### config.mk
export PLATFORM = sky130hd
export DESIGN_NAME = axi_trans_dependency_gate
export DESIGN_NICKNAME = d
export VERILOG_FILES = /design/src/rtl/axi_trans_dependency_gate_pkg.sv /design/src/rtl/axi_dep_stall_timer.sv /design/src/rtl/axi_trans_dependency_gate.sv
export SDC_FILE = /design/constraint.sdc
export NUM_CORES = 1
export LEC_CHECK = 0
export ABC_AREA = 1
export BUFFER_PORTS_ARGS = -buffer_cell sky130_fd_sc_hd__buf_2
export CAP_MARGIN = 10
export CORE_AREA = 4 4 41 43
export DETAILED_ROUTE_END_ITERATION = 8
export DIE_AREA = 0 0 45 47
export MAX_ROUTING_LAYER = met4
export PLACE_DENSITY = 0.74
export REMOVE_ABC_BUFFERS = 1
export SETUP_SLACK_MARGIN = 0.02
export SLEW_MARGIN = 20
export SYNTH_ARGS = -nofsm -noshare
export SYNTH_HDL_FRONTEND = slang
export SYNTH_SLANG_ARGS = --single-unit
### constraint.sdc
create_clock -name sysClk -period 1.4 [get_ports sysClk]
set_clock_uncertainty 0.1 [all_clocks]
set_input_delay 0.28 -clock sysClk [delete_from_list [all_inputs] [get_ports sysClk]]
set_output_delay 0.28 -clock sysClk [all_outputs]
set_load 0.05 [all_outputs]
### src/rtl/axi_trans_dependency_gate_pkg.sv
// Shared constants for the address-channel dependency gate: FSM encoding,
// default widths agreed with the transaction controller, and the admission rule.
package axi_trans_dependency_gate_pkg;

    localparam int DEP_NUM_SLAVES_WIDTH = 2;
    localparam int DEP_MASTERID_WIDTH   = 4;
    localparam int DEP_OPEN_TRANS_MAX   = 3;
    localparam int DEP_OPEN_TRANS_WIDTH = 2;
    localparam int DEP_STALL_LIMIT      = 255;
    localparam int DEP_STALL_WIDTH      = 8;

    localparam logic [1:0] DEP_ST_IDLE    = 2'd0;
    localparam logic [1:0] DEP_ST_CHECK   = 2'd1;
    localparam logic [1:0] DEP_ST_BLOCKED = 2'd2;
    localparam logic [1:0] DEP_ST_ARB     = 2'd3;

    // A known thread may only grow on its own slave and below its cap; a new ID needs a free slot.
    function automatic logic dep_pass(
        input logic thread_valid,
        input logic thread_avail,
        input logic same_slave,
        input logic below_max
    );
        logic pass_s;
        if (thread_valid) begin
            pass_s = same_slave & below_max;
        end else begin
            pass_s = thread_avail;
        end
        return pass_s;
    endfunction

endpackage

### src/rtl/axi_dep_stall_timer.sv
// Saturating blocked-cycle counter with a sticky timeout flag.
// Exists only when AXI_DEP_STALL_TIMEOUT_EN is defined.
`ifdef AXI_DEP_STALL_TIMEOUT_EN
module axi_dep_stall_timer #(
    parameter int STALL_LIMIT = 255,
    parameter int STALL_WIDTH = 8
) (
    input  logic sysClk,
    input  logic sysReset,
    input  logic blocked_i,
    output logic stall_err_o
);

    localparam logic [STALL_WIDTH-1:0] CNT_MAX   = {STALL_WIDTH{1'b1}};
    localparam logic [STALL_WIDTH-1:0] CNT_LIMIT = STALL_WIDTH'(STALL_LIMIT);

    logic [STALL_WIDTH-1:0] cnt_q;
    logic [STALL_WIDTH-1:0] cnt_d;
    logic                   err_q;
    logic                   err_d;

    // Counter sits at zero outside BLOCKED, so every entry starts a fresh count.
    always_comb begin
        cnt_d = cnt_q;
        err_d = err_q;
        if (!blocked_i) begin
            cnt_d = {STALL_WIDTH{1'b0}};
        end else if (cnt_q != CNT_MAX) begin
            cnt_d = cnt_q + {{(STALL_WIDTH-1){1'b0}}, 1'b1};
        end else begin
            cnt_d = cnt_q;
        end
        if (cnt_d == CNT_LIMIT) begin
            err_d = 1'b1;
        end else begin
            err_d = err_q;
        end
    end

    // Counter and sticky flag state.
    always_ff @(posedge sysClk or negedge sysReset) begin
        if (!sysReset) begin
            cnt_q <= {STALL_WIDTH{1'b0}};
            err_q <= 1'b0;
        end else begin
            cnt_q <= cnt_d;
            err_q <= err_d;
        end
    end

    assign stall_err_o = err_q;

endmodule
`endif

### src/rtl/axi_trans_dependency_gate.sv
// Single-entry AW/AR admission gate ahead of the target-mux arbiter.
// Optional stall timeout (depStallErr) enabled by AXI_DEP_STALL_TIMEOUT_EN.
module axi_trans_dependency_gate
    import axi_trans_dependency_gate_pkg::*;
#(
    parameter int NUM_SLAVES_WIDTH = DEP_NUM_SLAVES_WIDTH,
    parameter int MASTERID_WIDTH   = DEP_MASTERID_WIDTH,
    parameter int OPEN_TRANS_MAX   = DEP_OPEN_TRANS_MAX,
    parameter int OPEN_TRANS_WIDTH = DEP_OPEN_TRANS_WIDTH,
    parameter int STALL_LIMIT      = DEP_STALL_LIMIT,
    parameter int STALL_WIDTH      = DEP_STALL_WIDTH
) (
    input  logic                        sysClk,
    input  logic                        sysReset,
    input  logic                        reqValid,
    input  logic [MASTERID_WIDTH-1:0]   reqID,
    input  logic [NUM_SLAVES_WIDTH-1:0] reqSlaveID,
    output logic                        reqReady,
    output logic [MASTERID_WIDTH-1:0]   currTransID,
    output logic [NUM_SLAVES_WIDTH-1:0] currTransSlaveID,
    input  logic                        threadAvail,
    input  logic                        threadValid,
    input  logic [OPEN_TRANS_WIDTH-1:0] threadCount,
    input  logic [NUM_SLAVES_WIDTH-1:0] threadSlaveID,
    output logic                        arbReq,
    output logic [NUM_SLAVES_WIDTH-1:0] arbSlaveID,
    input  logic                        arbGrant,
    output logic                        openTransInc
`ifdef AXI_DEP_STALL_TIMEOUT_EN
    ,
    output logic                        depStallErr
`endif
);

    localparam logic [OPEN_TRANS_WIDTH-1:0] CNT_CAP = OPEN_TRANS_WIDTH'(OPEN_TRANS_MAX);

    logic [1:0]                  state_q;
    logic [1:0]                  state_d;
    logic [MASTERID_WIDTH-1:0]   id_q;
    logic [MASTERID_WIDTH-1:0]   id_d;
    logic [NUM_SLAVES_WIDTH-1:0] slave_q;
    logic [NUM_SLAVES_WIDTH-1:0] slave_d;
    logic                        pass_s;

    assign pass_s = dep_pass(threadValid, threadAvail,
                             threadSlaveID == slave_q, threadCount < CNT_CAP);

    // Next-state and capture logic; the held request only changes on acceptance.
    always_comb begin
        state_d = state_q;
        id_d    = id_q;
        slave_d = slave_q;
        case (state_q)
            DEP_ST_IDLE: begin
                if (reqValid) begin
                    id_d    = reqID;
                    slave_d = reqSlaveID;
                    state_d = DEP_ST_CHECK;
                end else begin
                    state_d = DEP_ST_IDLE;
                end
            end
            DEP_ST_CHECK: begin
                if (pass_s) begin
                    state_d = DEP_ST_ARB;
                end else begin
                    state_d = DEP_ST_BLOCKED;
                end
            end
            DEP_ST_BLOCKED: begin
                if (pass_s) begin
                    state_d = DEP_ST_ARB;
                end else begin
                    state_d = DEP_ST_BLOCKED;
                end
            end
            DEP_ST_ARB: begin
                if (arbGrant) begin
                    state_d = DEP_ST_IDLE;
                end else begin
                    state_d = DEP_ST_ARB;
                end
            end
            default: begin
                state_d = DEP_ST_IDLE;
            end
        endcase
    end

    // FSM and holding registers; reset drops any in-flight request.
    always_ff @(posedge sysClk or negedge sysReset) begin
        if (!sysReset) begin
            state_q <= DEP_ST_IDLE;
            id_q    <= {MASTERID_WIDTH{1'b0}};
            slave_q <= {NUM_SLAVES_WIDTH{1'b0}};
        end else begin
            state_q <= state_d;
            id_q    <= id_d;
            slave_q <= slave_d;
        end
    end

    assign reqReady         = (state_q == DEP_ST_IDLE);
    assign arbReq           = (state_q == DEP_ST_ARB);
    assign arbSlaveID       = slave_q;
    assign currTransID      = id_q;
    assign currTransSlaveID = slave_q;
    // The increment must coincide with the grant cycle, so it follows arbGrant directly.
    assign openTransInc     = (state_q == DEP_ST_ARB) & arbGrant;

`ifdef AXI_DEP_STALL_TIMEOUT_EN
    axi_dep_stall_timer #(
        .STALL_LIMIT (STALL_LIMIT),
        .STALL_WIDTH (STALL_WIDTH)
    ) u_stall_timer (
        .sysClk      (sysClk),
        .sysReset    (sysReset),
        .blocked_i   (state_q == DEP_ST_BLOCKED),
        .stall_err_o (depStallErr)
    );
`endif

endmodule

# Word level (Yosys, flattened, before mapping)
# Index checks and enable logic that the tools add are counted.
[totals] register_bits=8 elab_cells=18
[op_classes] bitwise_logic=2 reduce_logical=3 muxes=5 order_cmp=1 eq_ne=4
[op_table] operator="$pmux 2 s3" n=1
[op_table] operator="$eq 2x2->1 const B" n=2
[op_table] operator="$mux 1" n=3
[op_table] operator="$and 1x1->1" n=2
[op_table] operator="$eq 2x1->1 const B" n=1
[op_table] operator="$eq 2x2->1" n=1
[op_table] operator="$logic_not 2->1" n=1
[op_table] operator="$lt 2x2->1 const B" n=1
[op_table] operator="$mux 2" n=1
[op_table] operator="$reduce_and 2->1" n=1
[op_table] operator="$reduce_or 2->1" n=1

# Longest topological paths before layout
[logic_depth] depth_word=5 mapped_depth=7

# Worst setup path before layout
# OpenSTA, ideal clock, no wires.
[synth_timing] path_kind="register to register" startpoint="register state_q[0]" endpoint="register id_q[0] (netlist: currTransID[0])" slack_ns=-0.250 path_stages_with_launch=5 arrival_ns=1.425 required_ns=1.175 cell_sequence="dfrtp_1 > inv_1 > ha_1 > nand2_4 > mux2_4"
[synth_between] elab_chain_len=2
[synth_rtl] item="from (decl)" line_no="axi_trans_dependency_gate.sv:37" source="logic [1:0] state_q;"
[synth_rtl] item="from (signal assigned)" line_no="axi_trans_dependency_gate.sv:97" source="state_q <= state_d;"
[synth_rtl] item="$logic_not 2->1"
[synth_rtl] item="net reqReady" line_no="axi_trans_dependency_gate.sv:18" source="output logic reqReady,"
[synth_rtl] item="$reduce_and 2->1 (no line)"
[synth_rtl] item="to (signal assigned)" line_no="axi_trans_dependency_gate.sv:94" source="id_q <= {MASTERID_WIDTH{1'b0}};"
[synth_rtl] item="to (signal assigned)" line_no="axi_trans_dependency_gate.sv:98" source="id_q <= id_d;"
[synth_rtl] item="to (decl)" line_no="axi_trans_dependency_gate.sv:39" source="logic [MASTERID_WIDTH-1:0] id_q;"
# The timed path passes the listed nets, and every way through them passes these cells.
# A chain may end at the register's enable or synchronous reset.

# Final worst setup path
[layout_timing] startpoint="register state_q[0]" endpoint="output arbReq"
[layout_between] elab_chain_len=1
[layout_rtl] item="$eq 2x2->1" line_no="axi_trans_dependency_gate.sv:104" source="assign arbReq = (state_q == DEP_ST_ARB);"
[layout_rtl] item="to (decl)" line_no="axi_trans_dependency_gate.sv:25" source="output logic arbReq,"
# No other way between the ends.

==> results.py <==
metrics = {
    "clock_network": {
        "cts_max_path_buffers": 2,
        "cts_tree": "done",
        "cts_sinks": 8,
        "cts_made_buffers": 3,
        "cts_max_level": 1,
        "cts_setup_buffers": 0,
        "worstSkewPairLatency_ns": 0.24,
        "cts-root-buf": "clkbuf_4",
        "cts.reportedPaths.clkPinSlew_ns": 0.05,
    },
    "worst_setup_path": {
        "worst_r2r_startpoint": "state_q[0]$_DFF_PN0_",
        "critPathKind": "reg -> out",
        "reg2regPathDepth": 4,
        "cp-end-kind": "output pin",
        "cp.arrival_ns": 1.06,
        "r2r_end": "currTransID[2]$_DFFE_PN0P_",
        "r2r_slack_ns": 0.12,
        "path_max_fanout": 3,
        "start_kind": "register",
        "cp_data_required_time_ns": 1.02,
    },
    "floorplanning": {
        "dieArea_mm2": 0.00212,
        "std_cell_rows": 13,
        "dieHeight_um": 47,
        "ioPinCount": 27,
        "core_mm2": 0.00130,
        "start_util_pct": 33.4,
        "die_w_um": 45,
    },
    "grt": {
        "antenna_found_initial": 0,
        "grt_max_degree": 10,
        "grt_overflow_total": 0,
        "grt_pass1_wl_um": 1600,
        "grt_usage_pct": 10.7,
        "grt_pass1_vias": 402,
    },
    "finish": {
        "layout.nets": 96,
        "syn2layout_area_growth_pct": 46.1,
        "antenna_cells": 0,
        "final_common_cell": "buf_2",
        "final_layout_size_suffix_gt1_share_pct": 50.0,
        "n_fill_cell": 139,
        "layout_common_cells": "buf_2 (24), nand2_1 (12), inv_1 (10), dfrtp_1 (8)",
        "final_util_pct": 48.8,
        "final_area_um2": 634,
    },
    "outcome": {
        "status": "complete, but fails checks",
        "violations": "setup timing",
    },
    "timing": {
        "drv_slew": 0,
        "post-route-min-period_ns": 1.44,
        "worstMarginPinSlew_ns": 0.253,
        "setup_viol": 3,
        "worst_hold_slack_ns": 0.164,
        "rsz0062_at_grt": "true",
        "timing.fmax_mhz": 694,
        "fin_ws_ns": -0.0414,
        "finalHoldViolations": 0,
        "timing.final.crit_share_pct": 103,
        "relSlewSlack_pct": 83.3,
        "setup_tns_ns": -0.105,
    },
    "routing": {
        "drc_errors": 0,
        "dr.pass1.iters": 1,
        "via_per_inst": 4.34,
        "drt-initial-drc-count": 0,
        "wl_per_cell_um": 10.1,
        "drt-total-wl_um": 920,
        "vias": 395,
        "ant_nets": 0,
    },
    "synth": {
        "synth_seq_cells": 8,
        "avgSynthCellArea_um2": 9.05,
        "netlist_instances": 48,
        "synthesis.area_um2": 434,
        "synth.distinct_cells": 10,
        "ys_warn_count": 0,
        "ys_seq_area_share_pct": 46.1,
    },
    "placement": {
        "portBuffers": 26,
        "detailed_place_hpwl_um": 769,
        "dpl_cell_area_um2": 568,
        "place_congestion": 0.618,
    },
    "pwr": {
        "ir_drop_mv": 1.07,
        "p_per_area_mw_per_mm2": 2620,
        "p_leak_uw": 0.000382,
    },
    "run": {
        "cap_violations": 0,
    },
    "min_path": {
        "worstHoldStart": "reqID[0]",
        "hold_end": "currTransID[0]$_DFFE_PN0P_",
        "hold_path_class": "in -> reg",
        "holdPathStages": 2,
    },
}
[final cells by class]
class | instances | area, um2 | area share (%)
Timing Repair Buffer | 27 | 156 | 24.7
Clock buffer | 3 | 22.5 | 3.55
Tap cell | 15 | 18.8 | 2.96
Multi-Input combinational cell | 27 | 195 | 30.8
Sequential cell | 8 | 200 | 31.6
Inverter | 11 | 41.3 | 6.51
[cell usage after synthesis]
library cell	count	share of area [%]
a21oi_1	4	4.6
buf_4	2	3.5
dfrtp_1	8	46
ha_1	2	5.8
inv_1	11	9.5
mux2_4	4	14
nand2_1	13	11
nand2_4	1	2.6
nand3_1	1	1.2
nor2_1	2	1.7
[layer usage]
| metal | GRT usage [%] | up-vias | wire, um |
|---|---|---|---|
| met5 | - | - | 0 |
| met4 | 5.26 | 0 | 4 |
| met3 | 2.30 | 2 | 93 |
| met2 | 18.6 | 18 | 452 |
| met1 | 11.5 | 178 | 369 |
| li1 | - | 197 | - |
[timing repair]
item | in CTS | in global routing
endpoints found under the setup margin | 3 | 3
hold buffers | 1 | 0
pin swaps | 2 | 1
gates resized for setup | 8 | 2
endpoints found under the hold margin | 8 | 0
[registers in the layout, indices dropped and copies added, names as in the netlist]
register,flops
currTransID,4
state_q,2
arbSlaveID,2
[power by group]
part           internal, uW  leakage [uW]  switching [uW]
logic                   344      0.000273             738
clock network          97.6     0.0000138            70.3
registers               343     0.0000945            71.7
total                   785      0.000382             880
[kinds of logic (layout without fill, tap and decap cells)]
family	Yosys count	after routing	synth area share (%)
DFF	8	8	46.1
buffers and inverters	13	41	13.0
muxes	4	4	13.8
AOI/OAI and AO/OA	4	4	4.61
and+or+nand+nor	17	17	16.7
adders and majority gates	2	2	5.76
[metrics by stage]
step	power [uW]	cells	worst slack (ns)
5_1_grt	1780	91	-0.0925
4_1_cts	1690	91	-0.0496
3_3_place_gp	1390	87	0.108
6_report	1660	91	-0.0414
3_5_place_dp	1420	87	0.0672
2_1_floorplan	1200	46	-0.250
[worst max path at each step]
stage,startpoint,to,slack (ns),depth (start not counted)
2_1_floorplan,state_q[0]$_DFF_PN0_,currTransID[0]$_DFFE_PN0P_,-0.25,4
3_3_place_gp,state_q[0]$_DFF_PN0_,reqReady,0.11,3
3_5_place_dp,state_q[0]$_DFF_PN0_,currTransID[2]$_DFFE_PN0P_,0.07,4
4_1_cts,state_q[1]$_DFF_PN0_,openTransInc,-0.05,4
5_1_grt,state_q[0]$_DFF_PN0_,openTransInc,-0.09,4
6_report,state_q[0]$_DFF_PN0_,arbReq,-0.04,2
[worst max-delay path: stages (launching register included)]
cell	delay, ns
dfrtp_1	0.35
ha_2	0.20
buf_2	0.27
No activity file was read; power rests on OpenSTA's default activity.
